<file path="config.mk">
export PLATFORM = sky130hd
export DESIGN_NAME = axil_reg_slave
export DESIGN_NICKNAME = d
export VERILOG_FILES = /design/src/rtl/axil_reg_slave.sv
export SDC_FILE = /design/constraint.sdc
export NUM_CORES = 1
export LEC_CHECK = 0
export CAP_MARGIN = 20
export CORE_MARGIN = 2
export CORE_UTILIZATION = 40
export CTS_CLUSTER_DIAMETER = 50
export DETAILED_ROUTE_END_ITERATION = 16
export GPL_TIMING_DRIVEN = 0
export PLACE_DENSITY = 0.69
export REMOVE_ABC_BUFFERS = 1
export SLEW_MARGIN = 20
export SYNTH_ARGS = -nofsm -noshare
export SYNTH_HDL_FRONTEND = slang
export SYNTH_SLANG_ARGS = --single-unit
</file>
<file path="constraint.sdc">
create_clock -name clk -period 1.55 [get_ports clk]
set_input_delay 0.31 -clock clk [delete_from_list [all_inputs] [get_ports clk]]
set_output_delay 0.31 -clock clk [all_outputs]
set_load 0.01 [all_outputs]
</file>
<file path="src/rtl/axil_reg_slave.sv">
// AXI4-Lite register slave: NUM_REGS x 32-bit control registers.
// Independent AW/W capture, one outstanding write, registered R.
module axil_reg_slave #(
  parameter int ADDR_WIDTH = 6,
  parameter int DATA_WIDTH = 32,
  parameter int NUM_REGS   = 8
) (
  input  logic                           clk,
  input  logic                           rst_n,
  input  logic                           s_awvalid,
  output logic                           s_awready,
  input  logic [ADDR_WIDTH-1:0]          s_awaddr,
  input  logic                           s_wvalid,
  output logic                           s_wready,
  input  logic [DATA_WIDTH-1:0]          s_wdata,
  input  logic [DATA_WIDTH/8-1:0]        s_wstrb,
  output logic                           s_bvalid,
  input  logic                           s_bready,
  output logic [1:0]                     s_bresp,
  input  logic                           s_arvalid,
  output logic                           s_arready,
  input  logic [ADDR_WIDTH-1:0]          s_araddr,
  output logic                           s_rvalid,
  input  logic                           s_rready,
  output logic [DATA_WIDTH-1:0]          s_rdata,
  output logic [1:0]                     s_rresp,
  output logic [NUM_REGS*DATA_WIDTH-1:0] regs_o
);

  localparam int IW = ADDR_WIDTH - 2;
  localparam int SW = DATA_WIDTH / 8;
  localparam int RW = (NUM_REGS > 1) ? $clog2(NUM_REGS) : 1;
  localparam logic [IW-1:0] LAST = IW'(NUM_REGS - 1);
  localparam logic [1:0] OKAY   = 2'b00;
  localparam logic [1:0] SLVERR = 2'b10;

  logic                  aw_held_q;
  logic [IW-1:0]         awidx_q;
  logic                  w_held_q;
  logic [DATA_WIDTH-1:0] wdata_q;
  logic [SW-1:0]         wstrb_q;
  logic                  bvalid_q;
  logic [1:0]            bresp_q;
  logic                  rvalid_q;
  logic [DATA_WIDTH-1:0] rdata_q;
  logic [1:0]            rresp_q;
  logic [DATA_WIDTH-1:0] regs_q [NUM_REGS];

  logic          aw_hs;
  logic          w_hs;
  logic          ar_hs;
  logic          commit;
  logic          aw_ok;
  logic          ar_ok;
  logic [IW-1:0] aridx;
  logic          unused_addr;

  // readies depend on registered state only
  assign s_awready = ~aw_held_q & ~bvalid_q;
  assign s_wready  = ~w_held_q & ~bvalid_q;
  assign s_arready = ~rvalid_q;

  assign aw_hs  = s_awvalid & s_awready;
  assign w_hs   = s_wvalid & s_wready;
  assign ar_hs  = s_arvalid & s_arready;
  assign commit = aw_held_q & w_held_q;

  assign aridx = s_araddr[ADDR_WIDTH-1:2];
  assign aw_ok = (awidx_q <= LAST);
  assign ar_ok = (aridx <= LAST);

  assign unused_addr = ^{s_awaddr[1:0], s_araddr[1:0]};

  assign s_bvalid = bvalid_q;
  assign s_bresp  = bresp_q;
  assign s_rvalid = rvalid_q;
  assign s_rdata  = rdata_q;
  assign s_rresp  = rresp_q;

  // capture AW and W independently; both holds clear on commit
  always_ff @(posedge clk or negedge rst_n) begin
    if (!rst_n) begin
      aw_held_q <= 1'b0;
      awidx_q   <= '0;
      w_held_q  <= 1'b0;
      wdata_q   <= '0;
      wstrb_q   <= '0;
    end else if (commit) begin
      aw_held_q <= 1'b0;
      w_held_q  <= 1'b0;
    end else begin
      if (aw_hs) begin
        aw_held_q <= 1'b1;
        awidx_q   <= s_awaddr[ADDR_WIDTH-1:2];
      end
      if (w_hs) begin
        w_held_q <= 1'b1;
        wdata_q  <= s_wdata;
        wstrb_q  <= s_wstrb;
      end
    end
  end

  // write response: raised on commit, dropped on B handshake
  always_ff @(posedge clk or negedge rst_n) begin
    if (!rst_n) begin
      bvalid_q <= 1'b0;
      bresp_q  <= OKAY;
    end else if (commit) begin
      bvalid_q <= 1'b1;
      bresp_q  <= aw_ok ? OKAY : SLVERR;
    end else if (bvalid_q && s_bready) begin
      bvalid_q <= 1'b0;
    end
  end

  // register bank with per-byte strobe merge
  always_ff @(posedge clk or negedge rst_n) begin
    if (!rst_n) begin
      for (int i = 0; i < NUM_REGS; i++) begin
        regs_q[i] <= '0;
      end
    end else if (commit && aw_ok) begin
      for (int b = 0; b < SW; b++) begin
        if (wstrb_q[b]) begin
          regs_q[awidx_q[RW-1:0]][b*8 +: 8] <= wdata_q[b*8 +: 8];
        end
      end
    end
  end

  // read channel: data registered on AR, held until R handshake
  always_ff @(posedge clk or negedge rst_n) begin
    if (!rst_n) begin
      rvalid_q <= 1'b0;
      rdata_q  <= '0;
      rresp_q  <= OKAY;
    end else if (ar_hs) begin
      rvalid_q <= 1'b1;
      rdata_q  <= ar_ok ? regs_q[aridx[RW-1:0]] : '0;
      rresp_q  <= ar_ok ? OKAY : SLVERR;
    end else if (rvalid_q && s_rready) begin
      rvalid_q <= 1'b0;
    end
  end

  for (genvar g = 0; g < NUM_REGS; g++) begin : g_out
    assign regs_o[g*DATA_WIDTH +: DATA_WIDTH] = regs_q[g];
  end

endmodule
</file>
# Yosys cells after proc, flatten, opt, wreduce, memory -nomap -nowiden
# Cells that the tools add are included.
totals:
  ff_bits: 336
  input_bits: 55
  out_inout_bits: 297
classes:
  magnitude_cmp: 5
  mux: 33
  bitwise: 13
  n_reduce_logical: 10
op_table:
  columns: ["op", "count"]
  rows:
  - ["$mux 256", 7]
  - ["$bwmux 256", 4]
  - ["$demux 32 s3", 4]
  - ["$mux 32", 4]
  - ["$bmux 32 s3", 1]
  - ["$mux 24", 1]
  - ["$mux 16", 1]
  - ["$ge 4x4->1 const B", 2]
  - ["$le 4x3->1 const B", 2]
  - ["$mux 1", 8]
  - ["$mux 8", 1]
  - ["$not 3->4", 2]
  - ["$reduce_bool 2->1", 4]
  - ["$and 1x1->1", 6]
  - ["$not 1->1", 5]
  - ["$logic_and 1x1->1", 4]
  - ["$lt 4x1->1 const B", 1]
  - ["$mux 2", 2]
  - ["$reduce_and 2->1", 2]

# Longest topological paths before layout
# Gate-level depths: netlist of run 1.
depth:
  word_depth: 16
  ltp_mapped: 6
  depth_no_buf: 3

# Worst setup path before layout of run 1
# OpenSTA, ideal clock, no wires.
synth_timing:
  path_type: "register to register"
  startpoint: "reg bvalid_q, in the netlist s_bvalid"
  endpoint: "reg wdata_q[10]"
  t_arrival_ns: 1.519
  t_required_ns: 1.425
  path_slack_ns: -0.093
  stages_incl_launch_ff: 6
  path_buffers: 2
  period_less_slack_ns: 1.643
  cell_sequence: "dfrtp_1 -> nor2_1 -> and2_1 -> buf_2 -> buf_2 -> mux2_2"
synth_between:
  elab_chain_len: 4
synth_lines:
  columns: ["element", "line_no", "source"]
  rows:
  - ["from (decl)", "42", "logic bvalid_q;"]
  - ["from (signal assigned)", "107", "bvalid_q <= 1'b0;"]
  - ["from (signal assigned)", "110", "bvalid_q <= 1'b1;"]
  - ["from (signal assigned)", "113", "bvalid_q <= 1'b0;"]
  - ["$not 1->1", "60", "assign s_wready = ~w_held_q & ~bvalid_q;"]
  - ["$and 1x1->1", "60", null]
  - ["named net s_wready", "14", "output logic s_wready,"]
  - ["$and 1x1->1", "64", "assign w_hs = s_wvalid & s_wready;"]
  - ["$reduce_and 2->1 (no source line)", null, null]
  - ["to (signal assigned)", "98", "wdata_q <= s_wdata;"]
  - ["to (decl)", "40", "logic [DATA_WIDTH-1:0] wdata_q;"]
# The timed path passes the listed nets, and every way through them passes these cells.
# A chain may end at the register's enable or synchronous reset.

# Worst setup path in the final report of run 1
layout_timing:
  startpoint: "reg awidx_q[2]"
  endpoint: "reg regs_q (netlist bit regs_o[55])"
layout_between:
  elab_chain_len: 13
  word_cells_on_any_way: 22
  cone_classes: "order compare (3); mux (16); bitwise (1); reduce/logical (2)"
layout_lines:
  columns: ["element", "line_no", "source"]
  rows:
  - ["from (decl)", "38", "logic [IW-1:0] awidx_q;"]
  - ["from (signal assigned)", "94", "awidx_q <= s_awaddr[ADDR_WIDTH-1:2];"]
  - ["$not 3->4 (not written as such)", "126", "regs_q[awidx_q[RW-1:0]][b*8 +: 8] <= wdata_q[b*8 +: 8];"]
  - ["$demux 32 s3", "126", null]
  - ["$bwmux 256", "126", null]
  - ["$mux 256", "125", "if (wstrb_q[b]) begin"]
  - ["$mux 256", "123", "end else if (commit && aw_ok) begin"]
  - ["$bwmux 256", "126", null]
  - ["$mux 256", "125", null]
  - ["$mux 256", "123", null]
  - ["$bwmux 256", "126", null]
  - ["$mux 256", "125", null]
  - ["$mux 256", "123", null]
  - ["$bwmux 256", "126", null]
  - ["$mux 256", "125", null]
  - ["to (signal, indexed assignment)", "126", null]
  - ["to (decl)", "47", "logic [DATA_WIDTH-1:0] regs_q [NUM_REGS];"]
# Several ways; a longest one is shown, not always the timed one. The select of a mux whose other input is x is not followed.

==> flow_summary_export.csv, run 1 <==
group,metric,value,unit
worst_setup_path,rrSetupSlack,-0.10,ns
yosys,synth_edf_count,0,
clock_tree,cts_tree,"built",
pwr,leakage,10.9,nW
global_route,grt_overflow,0,
worst_setup_path,cp.required,1.97,ns
clock_tree,root_buffer,"clkbuf_16",
pwr,p_sw_share,33.0,%
cells_and_area,fillers,2737,
pwr,comb_power_share,39.7,%
yosys,synthArstFlopShare,100,%
worst_setup_path,startpoint,"awidx_q[2]$_DFFE_PN0P_",
timing,holdWs,0.271,ns
clock_tree,clk_pin_slew,0.06,ns
global_route,track_usage,24.4,%
worst_setup_path,cp-end-kind,"register",
timing,worstMarginPinSlew,0.712,ns
hold_path,hold_class,"in2async",
outcome,status,"complete, but fails checks",
worst_setup_path,crit_chain,"buf_4, nor3b_4, buf_6, nand2_8, mux2_4",
global_route,grt_pass1_wl,70200,um
cells_and_area,nets,1516,
detailed_routing,dr.first_iter.drc_count,446,
detailed_routing,drtAntennaViolNets,0,
clock_tree,clk_path_buf_depth,3,
detailed_routing,first_pass_iters,5,
clock_tree,worstSkewPairLatency,0.54,ns
yosys,syn_area,14600,um2
detailed_routing,drc,0,
detailed_routing,drt-total-wl,48300,um
worst_setup_path,critical-path-max-stage-delay,0.47,ns
worst_setup_path,reg2reg_from,"awidx_q[2]$_DFFE_PN0P_",
placed_design,gp_congestion,0.767,
global_route,grt_max_degree,95,
flow_run,maxCapViolCount,0,
yosys,syn_inst,971,
pwr,power.internal,0.0280,W
worst_setup_path,cp_top_family,"flip-flops",
timing,fmax,606,MHz
floorplan,core,36300,um2
timing,finClkSkew,0.0151,ns
cells_and_area,drive_above_1_share,47.6,%
timing,final.min_clock_period,1.65,ns
yosys,synth-seq-cells,334,
worst_setup_path,critical_path_arrival,2.07,ns
yosys,synth_area_per_cell,15.1,um2
cells_and_area,area_growth_syn_to_layout,55.2,%
pwr,pwr-share-seq,36.9,%
timing,fin_ws,-0.100,ns
pwr,ir_drop,0.00115,V
yosys,seq_area_frac_synth,57.1,%
floorplan,start_util,40.3,%
pwr,p_clk_share,23.4,%
worst_setup_path,path_class,"reg2reg",
yosys,ys.warnings.count,0,
floorplan,rows,70,
placed_design,port_buffers,345,
detailed_routing,wl_per_cell,24.6,um
floorplan,io_pins,352,
global_route,grt_pass1_vias,11100,
clock_tree,h-tree-depth,2,
detailed_routing,via_per_inst,5.40,
placed_design,dpl.cell_count,1747,
pwr,p_sw,0.0138,W
timing,hold_violations,0,
pwr,power,0.0418,W
timing,period_share,106,%
timing,grt_setup_unrepaired,"yes",
worst_setup_path,cp_slowest_cell,"dfrtp_2",
cells_and_area,layoutNonFillerInstCount,1962,
timing,relSlewSlack,52.5,%
timing,setup_viol,231,
worst_setup_path,cp-start-kind,"register",
worst_setup_path,path_max_fanout,8,
floorplan,die_h,195,um
outcome,violations,"negative setup slack",
global_route,grt_antenna_before_repair,3,
clock_tree,cts_buffers,43,
clock_tree,cts_num_sinks,334,
pwr,power_density,1840,nW/um2
timing,maxSlewViolCount,0,
yosys,ys_types,34,
floorplan,die-area,38100,um2
yosys,synth-main-ff-cell,"dfrtp_1",
floorplan,die_w,195,um
worst_setup_path,crit_buf_inv,2,
placed_design,post-place-ws,-0.925,ns
detailed_routing,vias,10600,
placed_design,place_hpwl,28800,um
## metrics by stage
stage          cell area, um2  utilization [%]  TNS [ns]
4_1_cts                 21900             60.1    -11.00
6_report                22700             62.5    -10.54
3_3_place_gp            18400             50.6  -5221.30
2_1_floorplan           14400                -    -47.34
5_1_grt                 22700             62.5    -23.23
3_5_place_dp            18700             51.4   -156.03
## area by class of cell
class | instances | area, um2 | share of cell area [%]
Multi-Input combinational cell | 586 | 7230 | 31.8
Timing Repair Buffer | 493 | 5110 | 22.5
Inverter | 3 | 11.3 | 0.0496
Antenna cell | 3 | 7.51 | 0.0330
Tap cell | 468 | 586 | 2.58
Clock inverter | 19 | 185 | 0.815
Sequential cell | 334 | 8370 | 36.8
Clock buffer | 56 | 1220 | 5.36
## layer usage
metal / vias to the layer above / global-route usage, % / wire [um]
li1: 4583 / - / -
met1: 5558 / 31.5 / 19700
met2: 372 / 41.1 / 23900
met3: 76 / 6.29 / 3570
met4: 0 / 5.99 / 1070
met5: - / 0 / 0
## worst register-to-register path, cell delays in order, from the launching register on
cell,delay [ns]
dfrtp_2,0.47
buf_4,0.17
nor3b_4,0.24
buf_6,0.21
nand2_8,0.12
mux2_4,0.33
## power groups by stage
stage	sequential [W]	clock, W	combinational [W]
2_1_floorplan	0.0156	0	0.00492
3_3_place_gp	0.0153	0	0.0130
3_5_place_dp	0.0154	0	0.0132
4_1_cts	0.0152	0.00998	0.0147
5_1_grt	0.0159	0.0103	0.0175
6_report	0.0154	0.00978	0.0166
## sequential cells by signal, summed over array words and instances (netlist names)
signal and flops:
wdata_q 32, s_rresp 1, w_held_q 1, regs_o 256, s_bvalid 1, aw_held_q 1
s_rdata 32, awidx_q 4, wstrb_q 4, s_rvalid 1, s_bresp 1
## kinds of logic (layout without fill, tap and decap cells)
logic type / after synthesis / after routing / share of synthesized area (%)
multiplexers: 393 / 393 / 32.7
flip-flops: 334 / 334 / 57.1
AND/OR/NAND/NOR: 123 / 123 / 4.91
AO/OA/AOI/OAI: 68 / 68 / 3.20
buffers and inverters: 52 / 571 / 2.09
other: 1 / 5 / 0.0256
## path summary, 6_finish.rpt
check,to,cells past startpoint
min in group clk,s_bvalid$_DFFE_PN0P_,2
worst max-delay path,regs_o[55]$_DFFE_PN0P_,5
worst min-delay path,regs_o[123]$_DFFE_PN0P_,2
worst min register to register,s_rdata[20]$_DFFE_PN0P_,2
max in group asynchronous,regs_o[210]$_DFFE_PN0P_,4
worst max register to register,regs_o[55]$_DFFE_PN0P_,5
## Yosys cell counts (2+ instances only)
library cell,instances,area (um2)
and2_1,2,12.5
and4b_1,4,40.0
buf_2,19,95.1
buf_4,7,52.6
buf_6,8,90.1
clkbuf_1,14,52.6
dfrtp_1,334,8360
inv_1,3,11.3
mux2_1,24,270
mux2_2,337,3790
mux4_2,32,721
nand2_1,34,128
nand2_2,16,100
nand2b_1,2,12.5
nand3b_1,3,22.5
nand4b_4,4,95.1
nor2_1,33,124
nor2_2,16,100
nor2b_1,2,12.5
nor3b_2,2,25.0
o21ai_0,2,10.0
o22ai_1,31,194
o31ai_1,31,233
## cells in the final DEF (no fill, tap or decap), types with 3 or more instances in the layout
| master | count |
|---|---|
| buf_6 | 29 |
| nand3b_1 | 3 |
| dlygate4sd2_1 | 30 |
| o31ai_1 | 29 |
| dfrtp_2 | 7 |
| mux2_4 | 231 |
| and4b_4 | 4 |
| dfrtp_1 | 327 |
| clkinv_2 | 7 |
| nor2_1 | 31 |
| buf_16 | 11 |
| buf_2 | 3 |
| mux4_2 | 32 |
| clkinvlp_4 | 4 |
| diode_2 | 3 |
| clkbuf_2 | 29 |
| clkdlybuf4s50_1 | 46 |
| o22ai_1 | 31 |
| inv_8 | 3 |
| clkbuf_8 | 5 |
| buf_12 | 27 |
| clkbuf_1 | 6 |
| nand2_1 | 33 |
| nand4b_4 | 4 |
| buf_4 | 79 |
| clkbuf_16 | 49 |
| nand2_8 | 15 |
| nor3b_4 | 3 |
| mux2_2 | 130 |
| clkdlybuf4s15_1 | 230 |
| nor2_4 | 17 |
## repair_timing
action                     CTS  global route
hold endpoints to repair    42             0
setup endpoints to repair  624           378
gates cloned                 0             5
gates resized for setup    725           225
hold buffers                 1             0
pin swaps                   29            34
setup buffers               99            32
Note: power is estimated with default switching activity, not from simulation.
==> run 2, diff against run 1 <==
Settings changed: CORE_UTILIZATION 40 to 45, PLACE_DENSITY 0.69 to 0.76, SETUP_SLACK_MARGIN set to 0.2.
==> flow_summary_export.csv, run 2 (same netlist as run 1, synthesis figures left out) <==
group,metric,value,unit
cells_and_area,final_common_cell,"dfrtp_1",
worst_setup_path,crit_chain,"buf_12, and4b_4, buf_4, nand2_8, mux2_2",
cells_and_area,multi_input_area,7530,um2
global_route,grt_pass1_wl,67800,um
cells_and_area,final_cell_mix,"dfrtp_1, mux2_4, clkbuf_2",
timing,tns,-12.59,ns
worst_setup_path,cp_slowest_cell,"dfrtp_4",
worst_setup_path,critical_path_arrival,2.07,ns
cells_and_area,nets,1570,
pwr,leakage,11.5,nW
detailed_routing,dr.first_iter.drc_count,664,
placed_design,post-place-ws,-1.09,ns
timing,finClkSkew,0.0142,ns
timing,final.min_clock_period,1.67,ns
outcome,violations,"negative hold slack, negative setup slack",
detailed_routing,vias,10800,
clock_tree,cts_buffers,40,
clock_tree,cts_tree,"built",
clock_tree,clk_pin_slew,0.06,ns
clock_tree,cts_num_sinks,334,
hold_path,hold_class,"in2async",
worst_setup_path,crit_buf_inv,2,
worst_setup_path,cp-end-kind,"register",
placed_design,place_hpwl,27700,um
detailed_routing,drt-total-wl,48700,um
global_route,grt_antenna_before_repair,6,
timing,holdWs,-0.308,ns
placed_design,placed_cell_area,18600,um2
floorplan,die_h,184,um
floorplan,die-area,34000,um2
global_route,grt_overflow,0,
cells_and_area,final_area,22800,um2
worst_setup_path,cp.required,1.95,ns
timing,fin_ws,-0.120,ns
detailed_routing,wl_per_cell,24.5,um
worst_setup_path,critical-path-max-stage-delay,0.52,ns
worst_setup_path,path_max_fanout,8,
cells_and_area,fillers,2158,
floorplan,rows,66,
cells_and_area,largest_reg_flops,256,
timing,grt_setup_unrepaired,"yes",
placed_design,gp_congestion,0.766,
global_route,track_usage,26.7,%
global_route,grt_max_degree,100,
floorplan,die_w,184,um
pwr,power_density,1870,nW/um2
cells_and_area,register_area,8370,um2
timing,hold_violations,48,
clock_tree,worstSkewPairLatency,0.52,ns
global_route,grt_pass1_vias,10700,
clock_tree,clk_path_buf_depth,3,
detailed_routing,drtAntennaViolNets,0,
cells_and_area,area_growth_syn_to_layout,55.9,%
clock_tree,root_buffer,"clkbuf_16",
pwr,ir_drop,0.00116,V
worst_setup_path,path_class,"reg2reg",
clock_tree,h-tree-depth,2,
floorplan,core,32300,um2
outcome,status,"complete, but fails checks",
pwr,power,0.0426,W
detailed_routing,drc,0,
flow_run,maxCapViolCount,0,
placed_design,port_buffers,345,
timing,fmax,599,MHz
timing,worstMarginPinSlew,0.535,ns
timing,relSlewSlack,64.3,%
floorplan,io_pins,352,
timing,period_share,108,%
worst_setup_path,cp_top_family,"flip-flops",
detailed_routing,via_per_inst,5.43,
floorplan,start_util,45.3,%
timing,maxSlewViolCount,0,
timing,setup_viol,275,
cells_and_area,drive_above_1_share,63.9,%
worst_setup_path,cp-start-kind,"register",
detailed_routing,first_pass_iters,5,
run 2: final timing paths:
check	start	slack (ns)	to	cells past startpoint
worst min-delay path	rst_n	-0.31	regs_o[81]$_DFFE_PN0P_	1
max in group asynchronous	rst_n	0.53	regs_o[161]$_DFFE_PN0P_	3
worst max-delay path	aw_held_q$_DFFE_PN0P_	-0.12	regs_o[136]$_DFFE_PN0P_	5
min in group clk	s_araddr[4]	0.31	s_rdata[7]$_DFFE_PN0P_	3
worst max register to register	aw_held_q$_DFFE_PN0P_	-0.12	regs_o[136]$_DFFE_PN0P_	5
worst min register to register	s_rdata[5]$_DFFE_PN0P_	0.47	s_rdata[5]$_DFFE_PN0P_	2
run 2: timing repair:
action	CTS	global route
setup buffers	56	132
setup endpoints to repair	627	626
pin swaps	53	33
hold endpoints to repair	48	48
gates resized for setup	526	859
gates cloned	5	3
run 2: layer usage:
layer  global-route usage [%]  vias up  share of wire, %
li1                         -     4680                 -
met1                     35.0     5620                41
met2                     43.8      400                49
met3                     7.82      103               7.4
met4                     6.94        6               3.0
met5                        0        -             0.092
run 2: worst reg2reg max path, delay by kind of cell (launching register included):
kind,cells,cell delay [ns]
buffers and inverters,2,0.31
flip-flops,1,0.52
multiplexers,1,0.36
AND/OR/NAND/NOR,2,0.36
run 2: where the power goes:
group | internal (W) | leakage, nW | switching (W)
sequential | 0.0119 | 4.45 | 0.00368
clock | 0.00571 | 0.656 | 0.00375
combinational | 0.0107 | 6.34 | 0.00687
total | 0.0283 | 11.5 | 0.0143
run 2: final cells by class:
type                            instances  share of cell area, %
Inverter                                3                 0.0493
Clock inverter                         19                  0.861
Tap cell                              442                   2.42
Sequential cell                       334                   36.7
Antenna cell                            3                 0.0329
Timing Repair Buffer                  549                   22.0
Multi-Input combinational cell        587                   33.0
Clock buffer                           53                   5.00
run 2: stage by stage:
| stage | util [%] | cells |
|---|---|---|
| 2_1_floorplan | - | 923 |
| 3_3_place_gp | 56.9 | 1710 |
| 3_5_place_dp | 57.6 | 1719 |
| 4_1_cts | 66.1 | 1852 |
| 5_1_grt | 70.7 | 1989 |
| 6_report | 70.7 | 1990 |
